$ cat src/rtl/dht_multi_reader.sv
// Multi-channel DHT11/DHT22 single-wire reader: sweeps NUM_CH sensors in order and
// reports one 32-bit reading plus status per channel.
module dht_multi_reader #(
    parameter int unsigned CLK_HZ        = 50_000_000,
    parameter int unsigned NUM_CH        = 4,
    parameter int unsigned START_LOW_US  = 18000,
    parameter int unsigned BIT_THRESH_US = 50,
    parameter int unsigned TIMEOUT_US    = 200,
    parameter int unsigned POLL_MS       = 2000
) (
    input  logic                                           clk,
    input  logic                                           rst_n,
    input  logic                                           auto_en,
    input  logic                                           start,
    input  logic [NUM_CH-1:0]                              dht_in,
    output logic [NUM_CH-1:0]                              dht_oe,
    output logic                                           rd_valid,
    output logic [((NUM_CH > 1) ? $clog2(NUM_CH) : 1)-1:0] rd_ch,
    output logic [31:0]                                    rd_data,
    output logic [1:0]                                     rd_status,
    output logic                                           busy
);

    localparam int unsigned CH_W    = (NUM_CH > 1) ? $clog2(NUM_CH) : 1;
    localparam int unsigned DIV     = CLK_HZ / 1_000_000;
    localparam int unsigned PS_W    = (DIV > 1) ? $clog2(DIV) : 1;
    localparam int unsigned POLL_US = POLL_MS * 1000;
    localparam int unsigned MAX_A   = (START_LOW_US > TIMEOUT_US) ? START_LOW_US : TIMEOUT_US;
    localparam int unsigned MAX_B   = (POLL_US > BIT_THRESH_US + 1) ? POLL_US : BIT_THRESH_US + 1;
    localparam int unsigned TMR_MAX = (MAX_A > MAX_B) ? MAX_A : MAX_B;
    localparam int unsigned TMR_W   = $clog2(TMR_MAX + 1);

    typedef enum logic [3:0] {
        S_IDLE, S_START_LOW, S_RELEASE, S_RESP_LOW, S_RESP_HIGH,
        S_BIT_LOW, S_BIT_HIGH, S_REPORT, S_POLL_WAIT
    } state_t;

    state_t             state;
    logic [CH_W-1:0]    ch;
    logic [PS_W-1:0]    ps;
    logic               tick;
    logic [TMR_W-1:0]   tmr;
    logic [38:0]        sh;
    logic [5:0]         bit_cnt;
    logic [NUM_CH-1:0]  sync1, sync2;
    logic               sel_d;

    logic               sel, fall, rise, edge_hit, timed_out, bit_val, csum_ok;
    logic [39:0]        sh_nxt;
    logic [7:0]         csum;

    // 1 us tick from the system clock
    always_ff @(posedge clk or negedge rst_n) begin
        if (!rst_n) begin
            ps   <= '0;
            tick <= 1'b0;
        end else if (ps == PS_W'(DIV - 1)) begin
            ps   <= '0;
            tick <= 1'b1;
        end else begin
            ps   <= ps + PS_W'(1);
            tick <= 1'b0;
        end
    end

    // Idle lines are pulled high, so the synchronisers reset to 1
    always_ff @(posedge clk or negedge rst_n) begin
        if (!rst_n) begin
            sync1 <= '1;
            sync2 <= '1;
            sel_d <= 1'b1;
        end else begin
            sync1 <= dht_in;
            sync2 <= sync1;
            sel_d <= sel;
        end
    end

    always_comb begin
        sel       = sync2[ch];
        fall      = sel_d & ~sel;
        rise      = ~sel_d & sel;
        edge_hit  = (state == S_RESP_LOW || state == S_BIT_LOW) ? rise : fall;
        timed_out = (tmr >= TMR_W'(TIMEOUT_US));
        bit_val   = (tmr > TMR_W'(BIT_THRESH_US));
        sh_nxt    = {sh, bit_val};
        csum      = 8'(sh_nxt[39:32] + sh_nxt[31:24] + sh_nxt[23:16] + sh_nxt[15:8]);
        csum_ok   = (csum == sh_nxt[7:0]);
    end

    always_ff @(posedge clk or negedge rst_n) begin
        if (!rst_n) begin
            state     <= S_IDLE;
            ch        <= '0;
            dht_oe    <= '0;
            rd_valid  <= 1'b0;
            rd_ch     <= '0;
            rd_data   <= '0;
            rd_status <= 2'b00;
            busy      <= 1'b0;
            tmr       <= '0;
            sh        <= '0;
            bit_cnt   <= '0;
        end else begin
            rd_valid <= 1'b0;
            if (tick && tmr != '1)
                tmr <= tmr + TMR_W'(1);
            case (state)
                S_IDLE: begin
                    if (start || auto_en) begin
                        state  <= S_START_LOW;
                        ch     <= '0;
                        dht_oe <= NUM_CH'(1);
                        busy   <= 1'b1;
                        tmr    <= '0;
                    end
                end
                S_START_LOW: begin
                    if (tmr >= TMR_W'(START_LOW_US)) begin
                        state  <= S_RELEASE;
                        dht_oe <= '0;
                        tmr    <= '0;
                    end
                end
                S_RELEASE, S_RESP_LOW, S_RESP_HIGH, S_BIT_LOW, S_BIT_HIGH: begin
                    if (edge_hit) begin
                        tmr <= '0;
                        case (state)
                            S_RELEASE:   state <= S_RESP_LOW;
                            S_RESP_LOW:  state <= S_RESP_HIGH;
                            S_RESP_HIGH: begin
                                state   <= S_BIT_LOW;
                                bit_cnt <= '0;
                            end
                            S_BIT_LOW:   state <= S_BIT_HIGH;
                            S_BIT_HIGH: begin
                                sh <= sh_nxt[38:0];
                                if (bit_cnt == 6'd39) begin
                                    state     <= S_REPORT;
                                    rd_valid  <= 1'b1;
                                    rd_ch     <= ch;
                                    rd_data   <= sh_nxt[39:8];
                                    rd_status <= csum_ok ? 2'b00 : 2'b01;
                                end else begin
                                    state   <= S_BIT_LOW;
                                    bit_cnt <= bit_cnt + 6'd1;
                                end
                            end
                            default: state <= S_IDLE;
                        endcase
                    end else if (timed_out) begin
                        state     <= S_REPORT;
                        rd_valid  <= 1'b1;
                        rd_ch     <= ch;
                        rd_data   <= '0;
                        rd_status <= 2'b10;
                        tmr       <= '0;
                    end
                end
                S_REPORT: begin
                    tmr <= '0;
                    if (ch != CH_W'(NUM_CH - 1)) begin
                        state  <= S_START_LOW;
                        ch     <= ch + CH_W'(1);
                        dht_oe <= NUM_CH'(1) << (ch + CH_W'(1));
                    end else begin
                        state <= S_POLL_WAIT;
                        busy  <= 1'b0;
                    end
                end
                S_POLL_WAIT: begin
                    if (!auto_en) begin
                        state <= S_IDLE;
                        tmr   <= '0;
                    end else if (tmr >= TMR_W'(POLL_US)) begin
                        state  <= S_START_LOW;
                        ch     <= '0;
                        dht_oe <= NUM_CH'(1);
                        busy   <= 1'b1;
                        tmr    <= '0;
                    end
                end
                default: begin
                    state  <= S_IDLE;
                    dht_oe <= '0;
                    busy   <= 1'b0;
                end
            endcase
        end
    end

endmodule

$ cat config.mk
export PLATFORM = sky130hd
export DESIGN_NAME = dht_multi_reader
export DESIGN_NICKNAME = d
export VERILOG_FILES = /design/src/rtl/dht_multi_reader.sv
export SDC_FILE = /design/constraint.sdc
export NUM_CORES = 1
export LEC_CHECK = 0
export ABC_AREA = 1
export ABC_CLOCK_PERIOD_IN_PS = 2800
export BUFFER_PORTS_ARGS = -buffer_cell sky130_fd_sc_hd__buf_2
export CORE_UTILIZATION = 55
export CTS_CLUSTER_SIZE = 40
export DETAILED_ROUTE_END_ITERATION = 12
export PLACE_DENSITY = 0.86
export SYNTH_ARGS = -nofsm -noshare
export SYNTH_HDL_FRONTEND = slang
export SYNTH_SLANG_ARGS = --single-unit
$ cat constraint.sdc
create_clock -name clk -period 2.8 [get_ports clk]
set_input_delay 0.14 -clock clk [delete_from_list [all_inputs] [get_ports clk]]
set_output_delay 0.14 -clock clk [all_outputs]
set_load 0.01 [all_outputs]
* After elaboration in Yosys (flattened, before gate mapping)
Cells that the tools add are included.
** Word-level totals
- Bits in registers :: 130
- Latch bits :: 0
- ROM bits :: 0
- Memories :: 0
- Bits of input ports :: 8
- Logic and storage cells :: 132
- RAM bits :: 0
- Output and inout port bits :: 42
** Operators by class
- Order comparisons :: 5
- Multiply operators :: 0
- Add/subtract/negate cells :: 7
- Multiplexer cells :: 57
- Bitwise gates (word level) :: 6
- Eq/ne operators :: 24
- Reduce and logical (&&, ||, !) cells :: 16
- Divide/modulo/power cells :: 0
- Shift operators :: 1
** Operators by type and width (number)
- $mux W21 :: 7
- $mux W32 :: 4
- $pmux W21 S5 :: 1
- $mux W4 :: 10
- $pmux W4 S5 :: 2
- $mux W2 :: 13
- $add A8 B8 Y8 :: 3
- $add A21 B1 Y21 const B :: 1
- $ge A21 B15 Y1 const B :: 1
- $ge A21 B21 Y1 const B :: 1
- $ge A21 B8 Y1 const B :: 1
- $gt A21 B6 Y1 const B :: 1
- $ne A21 B21 Y1 const B :: 1
- $eq A4 B3 Y1 const B :: 4
- $ne A2 B2 Y1 const B :: 8
- $pmux W3 S5 :: 1
- $mux W1 :: 13
- $add A6 B1 Y6 const B :: 2
- $eq A6 B6 Y1 const B :: 2
- $mux W6 :: 2
- $pmux W6 S2 :: 1
- $reduce_and A4 Y1 :: 3
- $reduce_and A5 Y1 :: 2
- $eq A4 B2 Y1 const B :: 2
- other kinds (22) :: 30

* Logic depth before layout (Yosys ltp)
Gate-level depths: netlist of the first run.
- Depth after elaboration :: 8
- Depth in mapped cells :: 16
- Mapped depth without buffers :: 16

* Worst setup path after synthesis of the first run
Ideal clock, no wire load.
- Path kind :: register -> register
- Start point :: register sh[8]
- End point :: register rd_status[0]
- Setup time :: 0.116 ns
- Path buffers :: 0
- Clock period less this slack :: 2.920 ns
- Required time :: 2.684 ns
- Stages on the path, launching flop included :: 17
- Slack :: -0.120 ns
- Arrival :: 2.803 ns
- Cells stage by stage :: dfrtp_1 -> fa_1 -> inv_1 -> fa_1 -> inv_1 -> ha_1 -> fa_1 -> nand3_1 -> nand2_1 -> xor2_1 -> inv_1 -> nand2_1 -> nand2_1 -> nor2_1 -> nand3_1 -> nand2_1 -> nand2_1
** On the way
- Longest elaborated chain between the ends :: 6
** Ends and longest elaborated chain
- from (decl) :: RTL line 43 : logic [38:0] sh;
- from (signal assigned) :: RTL line 137 : sh <= sh_nxt[38:0];
- $add A8 B8 Y8 :: RTL line 87 : csum = 8'(sh_nxt[39:32] + sh_nxt[31:24] + sh_nxt[23:16] + sh_nxt[15:8]);
- $eq A8 B8 Y1 :: RTL line 88 : csum_ok = (csum == sh_nxt[7:0]);
- $mux W1 :: RTL line 143 : rd_status <= csum_ok ? 2'b00 : 2'b01;
- $mux W2 :: RTL line 138 : if (bit_cnt == 6'd39) begin
- $mux W2 :: RTL line 128 : case (state)
- $mux W2 :: RTL line 126 : if (edge_hit) begin
- to (signal assigned) :: RTL line 143
- to (decl) :: RTL line 20 : output logic [1:0] rd_status,
Every way passes these cells. The select of a mux whose other input is x is not followed.
A chain may end at the register's enable or synchronous reset.

* Final worst setup path of the first run
Ends and elaborated chain as after synthesis.

==> results.tsv, run 1 <==
metric	value	unit
Synth Flop Type	dfrtp_1	
commonest non-fill, non-tap cell in the layout	nand2_1	
number of flops mapped to enable cells by yosys	0	
final worst clock skew	0.005267	ns
DRC errors left	2	
initial antenna violation count	0	
most frequent cells in the layout	nand2_1, dfrtp_1, inv_1, nor2_1, o21ai_0	
RSZ-0062 raised after global routing	true	
min-delay worst type	in2reg	
MaxCap Viol Count	0	
critical path class	reg2reg	
Comb power frac	24.1	%
synth unique cells	38	
sequential fraction of the synthesis area	49.07	%
filler cell count	871	
Antenna diodes	0	
register share of total power	37.4	%
failing checks	DRC, setup timing	
met3 WL post-DR	654	microns
die area	12540	sq um
CTS tree	yes	
Mean Syn Cell Area	8.400	sq um
crit path time final	2.935	ns
Synth top area share	45.51	%
Layout Cells excl Fill	1014	
critical path required time	3.11	ns
Post-CTS Setup Inserts	0	
clk root buf	clkbuf_16	
Tcrit/Tclk final	104.8	%
Clock Power Share	38.5	%
Die W	112.0	microns
Clock Tree Buf Depth	2	
Synth Instances	792	
synth warn	0	
drt wl/cell	14.62	microns
#FFs+latches synth	130	
placed insts	977	
metal2 WL	7132	microns
outcome	finished with violations	
share of layout cells above drive strength 1	14.70	%
drt pass-1 iters	9	
Overflow after GRT	0	
Core Region	11610	sq um
Rel. slew slack	40.53	%
Sw Ratio	33.87	%
wl on met1	6708	microns
Final Slew Violations	0	
footprint of the multi-input gates	2892	sq um
Final Hold Viols	0	
Synth-to-Final Area Change	16.38	%
number of port buffers	49	
post-DP HPWL	10030	microns
first-pass GRT wire length	25290	microns
row cnt	39	
cell mode on critical path	nand2_1	
P_int	0.003691	W
largest area contributor in the netlist	dfrtp_1	
GPL Wtd Cong	0.8686	
Initial DRC Count	459	
worst-path cell chain	fa_1 -> inv_1 -> fa_1 -> inv_2 -> ha_4 -> fa_2 -> nand3_2 -> nand2_2 -> xor2_2 -> inv_1 -> nand2_1 -> nand2_1 -> nor2_1 -> nand3_1 -> nand2_1 -> nand2_1	
DR top layer	met4	
worst-margin pin slew	0.8910	ns
vias in the first global route	5234	
final wirelength	14830	microns
vias	5413	
CTS Buf Count	17	
Placed Instance Area	7096	sq um
final instance area	7742	sq um
Cell Pwr Density	720.9	nW/um^2
ys async rst share	100.0	%
Starting Density	57.28	%
# IOs	50	
FMAX	340.8	MHz
Die Ht	112.0	microns
clk sinks	130	
switching pwr	0.001890	W
Crit path arrival time	3.24	ns
Routed Antenna Nets	0	
clk_lat worst skew	0.42	ns
nets@finish	897	
P_leak	3.884	nW
Mapped Area	6653	sq um
worst-path fanout max	3	
Syn Nets	831	
Worst path max stage delay	0.54	ns
largest net degree at the start of global routing	61	
final setup vio count	1	
Setup WS post-layout	-0.1345	ns
CP top delay family	adder cells	
Total Routing Usage GR	25.88	%
maximum vdd drop	583.5	uV
Clock Pin Slew Worst Setup and Hold Paths	0.06	ns
Slowest cell on crit path	fa_1	
Setup crit end kind	flip-flop	
register area	3264	sq um
CP Buf/Inv Count	3	
Area contributors post-synth	dfrtp_1, nand2_1, inv_1	
Worst setup SP type	flip-flop	
Avg Vias per Cell	5.338	
CTS H-Tree Depth	4	
## cells by family after synthesis
kind of cell | Yosys count | share of synthesized area, %
buf+inv | 134 | 8.144
xor+xnor | 27 | 3.762
flops | 130 | 49.07
fa+ha+maj | 31 | 7.410
simple gates | 356 | 22.61
compound gates | 114 | 9.009
## power by group through the flow
stage          combinational (W)  clock, W  sequential [W]
2_1_floorplan           0.000986         0         0.00212
3_3_place_gp             0.00127         0         0.00211
3_5_place_dp             0.00131         0         0.00211
4_1_cts                  0.00133   0.00218         0.00208
5_1_grt                  0.00151   0.00227         0.00210
6_report                 0.00135   0.00215         0.00208
## final timing paths
path | depth (start not counted) | endpoint | startpoint | slack (ns)
hold reg to reg | 0 | sync2[3] | sync1[3] | 0.35
max in group asynchronous | 3 | sh[2] | rst_n | 1.77
setup reg to reg | 16 | rd_status[0] | sh[8] | -0.13
min in group asynchronous | 2 | tmr[16] | rst_n | 0.27
hold / removal | 3 | state[3] | auto_en | 0.05
setup / recovery | 16 | rd_status[0] | sh[8] | -0.13
## state kept, by name (all words and copies together) (netlist names)
| register | cells |
|---|---|
| sync1 | 4 |
| busy | 1 |
| rd_status | 2 |
| rd_data | 32 |
| sh | 39 |
| sync2 | 4 |
| state | 4 |
| ps | 6 |
| rd_ch | 2 |
| tick | 1 |
| rd_valid | 1 |
| tmr | 21 |
| dht_oe | 4 |
| ch | 2 |
| sel_d | 1 |
| bit_cnt | 6 |
## stage by stage
step	setup TNS, ns	utilization (%)	power (W)	hold slack [ns]	worst slack (ns)
after floorplan	0	-	0.003102	-0.1556	0.01823
after global placement	-0.02164	61.10	0.003379	0.1937	-0.02164
after detailed placement	-0.09143	61.10	0.003421	0.1962	-0.09143
after CTS	-0.1483	66.58	0.005592	0.04025	-0.1483
after global routing	-0.2587	66.67	0.005875	0.08968	-0.2587
final	-0.1345	66.67	0.005581	0.05042	-0.1345
## tightest hold or removal path, cell delays in order
cell	delay, ns
buf_2	0.11
nand3_1	0.10
o21ai_0	0.08
## final cells by class
type                            count  share of cell area, %
Sequential cell                   130                  42.16
Multi-Input combinational cell    528                  37.35
Clock buffer                       20                  5.769
Inverter                          116                  5.624
Timing Repair Buffer               65                  5.074
Tap cell                          143                  2.311
Clock inverter                     12                  1.713
## cells in the mapped netlist, types with 5 or more instances
master and count:
ha_1 17, buf_4 5, xor2_1 14, fa_1 14, nand4_1 10, nand3_1 38
buf_2 10, o21ai_1 33, inv_2 5, a21oi_1 13, nor3_1 8, nand2_1 210
o21ai_0 58, nor2_1 71, dfrtp_1 121, xnor2_1 12, inv_1 111, dfstp_2 9
## routing by layer
layer,vias to the layer above,GRT usage (%)
met2,142,41.41
met4,0,9.867
met1,2620,33.88
met3,29,6.913
met5,-,0
li1,2622,-
## repair_timing
item                                    in CTS  in global routing
hold endpoints to repair                    40                  0
endpoints found under the setup margin       1                  1
pin swaps                                    1                  0
resized for setup                            1                  2
hold buffers                                 5                  0
Power figures use the tool's default switching activity.
==> inputs of run 2 (changes only) <==
--- a/config.mk
+++ b/config.mk
@@ -11,6 +11,7 @@
 export CORE_UTILIZATION = 55
 export CTS_CLUSTER_SIZE = 40
 export DETAILED_ROUTE_END_ITERATION = 12
+export GPL_TIMING_DRIVEN = 0
 export PLACE_DENSITY = 0.86
 export SYNTH_ARGS = -nofsm -noshare
 export SYNTH_HDL_FRONTEND = slang
==> constraint.sdc (replaced) <==
create_clock -name clk -period 2.8 [get_ports clk]
set_input_delay 0.56 -clock clk [delete_from_list [all_inputs] [get_ports clk]]
set_output_delay 0.56 -clock clk [all_outputs]
set_load 0.01 [all_outputs]
==> results.tsv, run 2 (synthesis gave the netlist of run 1 again) <==
metric	value	unit	change
nets@finish	902		+0.56%
critical path required time	3.11	ns	about the same
Avg Vias per Cell	5.393		+1.0%
commonest non-fill, non-tap cell in the layout	nand2_1		
clk root buf	clkbuf_16		
initial antenna violation count	0		unchanged
vias	5495		+1.5%
Core Region	11610	sq um	unchanged
Final Slew Violations	0		unchanged
Worst setup SP type	flip-flop		
Core Util, Final	66.91	%	+0.25 points
cts hold-fix bufs	0		-5
Cell Pwr Density	754.1	nW/um^2	+4.6%
critical path class	reg2reg		
min-delay worst type	in2async		
Reg with most FFs	sh		
CTS tree	yes		
Die W	112.0	microns	unchanged
final wirelength	14900	microns	+0.51%
post-DP HPWL	10360	microns	+3.3%
register area	3264	sq um	unchanged
Tcrit/Tclk final	105.2	%	+0.44 points
drt pass-1 iters	9		unchanged
Overflow after GRT	0		unchanged
worst-margin pin slew	0.5240	ns	-0.3671 ns
FMAX	339.4	MHz	-0.42%
vias in the first global route	5442		+4.0%
Total Routing Usage GR	25.86	%	about the same
Starting Density	57.28	%	unchanged
share of layout cells above drive strength 1	14.95	%	+0.26 points
Setup WS post-layout	-0.1467	ns	-0.01224 ns
number of port buffers	49		unchanged
drt wl/cell	14.62	microns	about the same
Initial DRC Count	377		-18%
maximum vdd drop	419.7	uV	-28%
first-pass GRT wire length	25270	microns	about the same
Final Hold Viols	0		unchanged
Rel. slew slack	65.07	%	+25 points
row cnt	39		unchanged
max FFs per register	39		unchanged
Clock Tree Buf Depth	2		unchanged
Die Ht	112.0	microns	unchanged
CTS H-Tree Depth	4		unchanged
largest net degree at the start of global routing	76		+25%
final worst clock skew	0.008174	ns	+0.002908 ns
Setup crit end kind	flip-flop		
MaxCap Viol Count	0		unchanged
final setup vio count	1		unchanged
Routed Antenna Nets	0		unchanged
clk_lat worst skew	0.42	ns	about the same
hold slack	0.07989	ns	+0.02947 ns
biggest regs	sh x39, rd_data x32, tmr x21		
clk sinks	130		unchanged
outcome	finished with violations		
CTS Buf Count	17		unchanged
most frequent cells in the layout	nand2_1, dfrtp_1, inv_1, nor2_1		
Clock Pin Slew Worst Setup and Hold Paths	0.06	ns	about the same
Synth-to-Final Area Change	16.81	%	
die area	12540	sq um	unchanged
DRC errors left	2		unchanged
Crit path arrival time	3.26	ns	+0.02 ns
GPL Wtd Cong	0.9176		+5.6%
Antenna diodes	0		unchanged
# IOs	50		unchanged
failing checks	DRC, setup timing		
filler cell count	883		+1.4%
footprint of the multi-input gates	2867	sq um	-0.87%
crit path time final	2.947	ns	+0.01223 ns
worst-path fanout max	3		unchanged
P_leak	3.926	nW	+1.1%
RSZ-0062 raised after global routing	true		
==> run 2: timing repair <==
action | 4_1_cts | 5_1_grt
endpoints found under the setup margin | 1 | 1
pin swaps | 2 | 0
gates resized for setup | 0 | 1
setup buffers | 2 | 0
==> run 2: layout make-up <==
cell class / instances / area share (%)
clock buffer: 21 / 5.667
clock inverter: 11 / 2.383
multi-input combinational: 528 / 36.89
timing repair buffer: 52 / 3.784
inverter: 116 / 5.603
tap: 143 / 2.302
sequential: 130 / 42.01
buffer: 18 / 1.369
==> run 2: path summary, 6_finish.rpt <==
path                            startpoint  slack (ns)  cells after the start            to
max in group asynchronous            rst_n        2.00                      2         sh[9]
min in group clk                 dht_in[0]        0.24                      1      sync1[0]
worst max register to register      sh[24]       -0.15                     16  rd_status[0]
worst max-delay path                sh[24]       -0.15                     16  rd_status[0]
worst min register to register    sync1[2]        0.35                      0      sync2[2]
worst min-delay path                 rst_n        0.08                      1         ps[0]
==> run 2: worst max-delay path: stages (launching register included) <==
cell	delay, ns
dfrtp_1	0.40
fa_1	0.56
inv_2	0.05
fa_1	0.49
inv_2	0.05
ha_4	0.16
fa_2	0.37
nand3_2	0.08
nand2_1	0.06
xor2_1	0.18
inv_1	0.06
nand2_1	0.05
nand2_1	0.04
nor2_1	0.09
nand3_1	0.09
nand2_1	0.07
nand2_1	0.04
==> run 2: power by group <==
| part | switching, W | internal [W] |
|---|---|---|
| Combinational | 0.000999 | 0.000418 |
| Clock | 0.000786 | 0.00157 |
| Sequential | 0.0000919 | 0.00199 |
==> run 2: layer usage <==
metal | global-route usage (%) | wire length [microns] | up-vias
met1 | 33.09 | 6652 | 2646
met3 | 6.369 | 788 | 36
met5 | 0 | 0 | -
met4 | 11.38 | 406 | 0
met2 | 41.99 | 7053 | 179
li1 | - | - | 2634
==> run 2: metrics by stage <==
stage / setup WS, ns / cell area, sq um / instances / TNS (ns) / power (W)
finish: -0.1467 / 7771 / 1019 / -0.1467 / 0.005860
global route: -0.3166 / 7771 / 1019 / -0.3166 / 0.006153
CTS: -0.1406 / 7771 / 1019 / -0.1406 / 0.005877
detailed placement: -0.1684 / 7131 / 985 / -0.1684 / 0.003514
global placement: -0.4484 / 7097 / 984 / -53.47 / 0.003462
floorplan: 0.01823 / 6673 / 792 / 0 / 0.003102
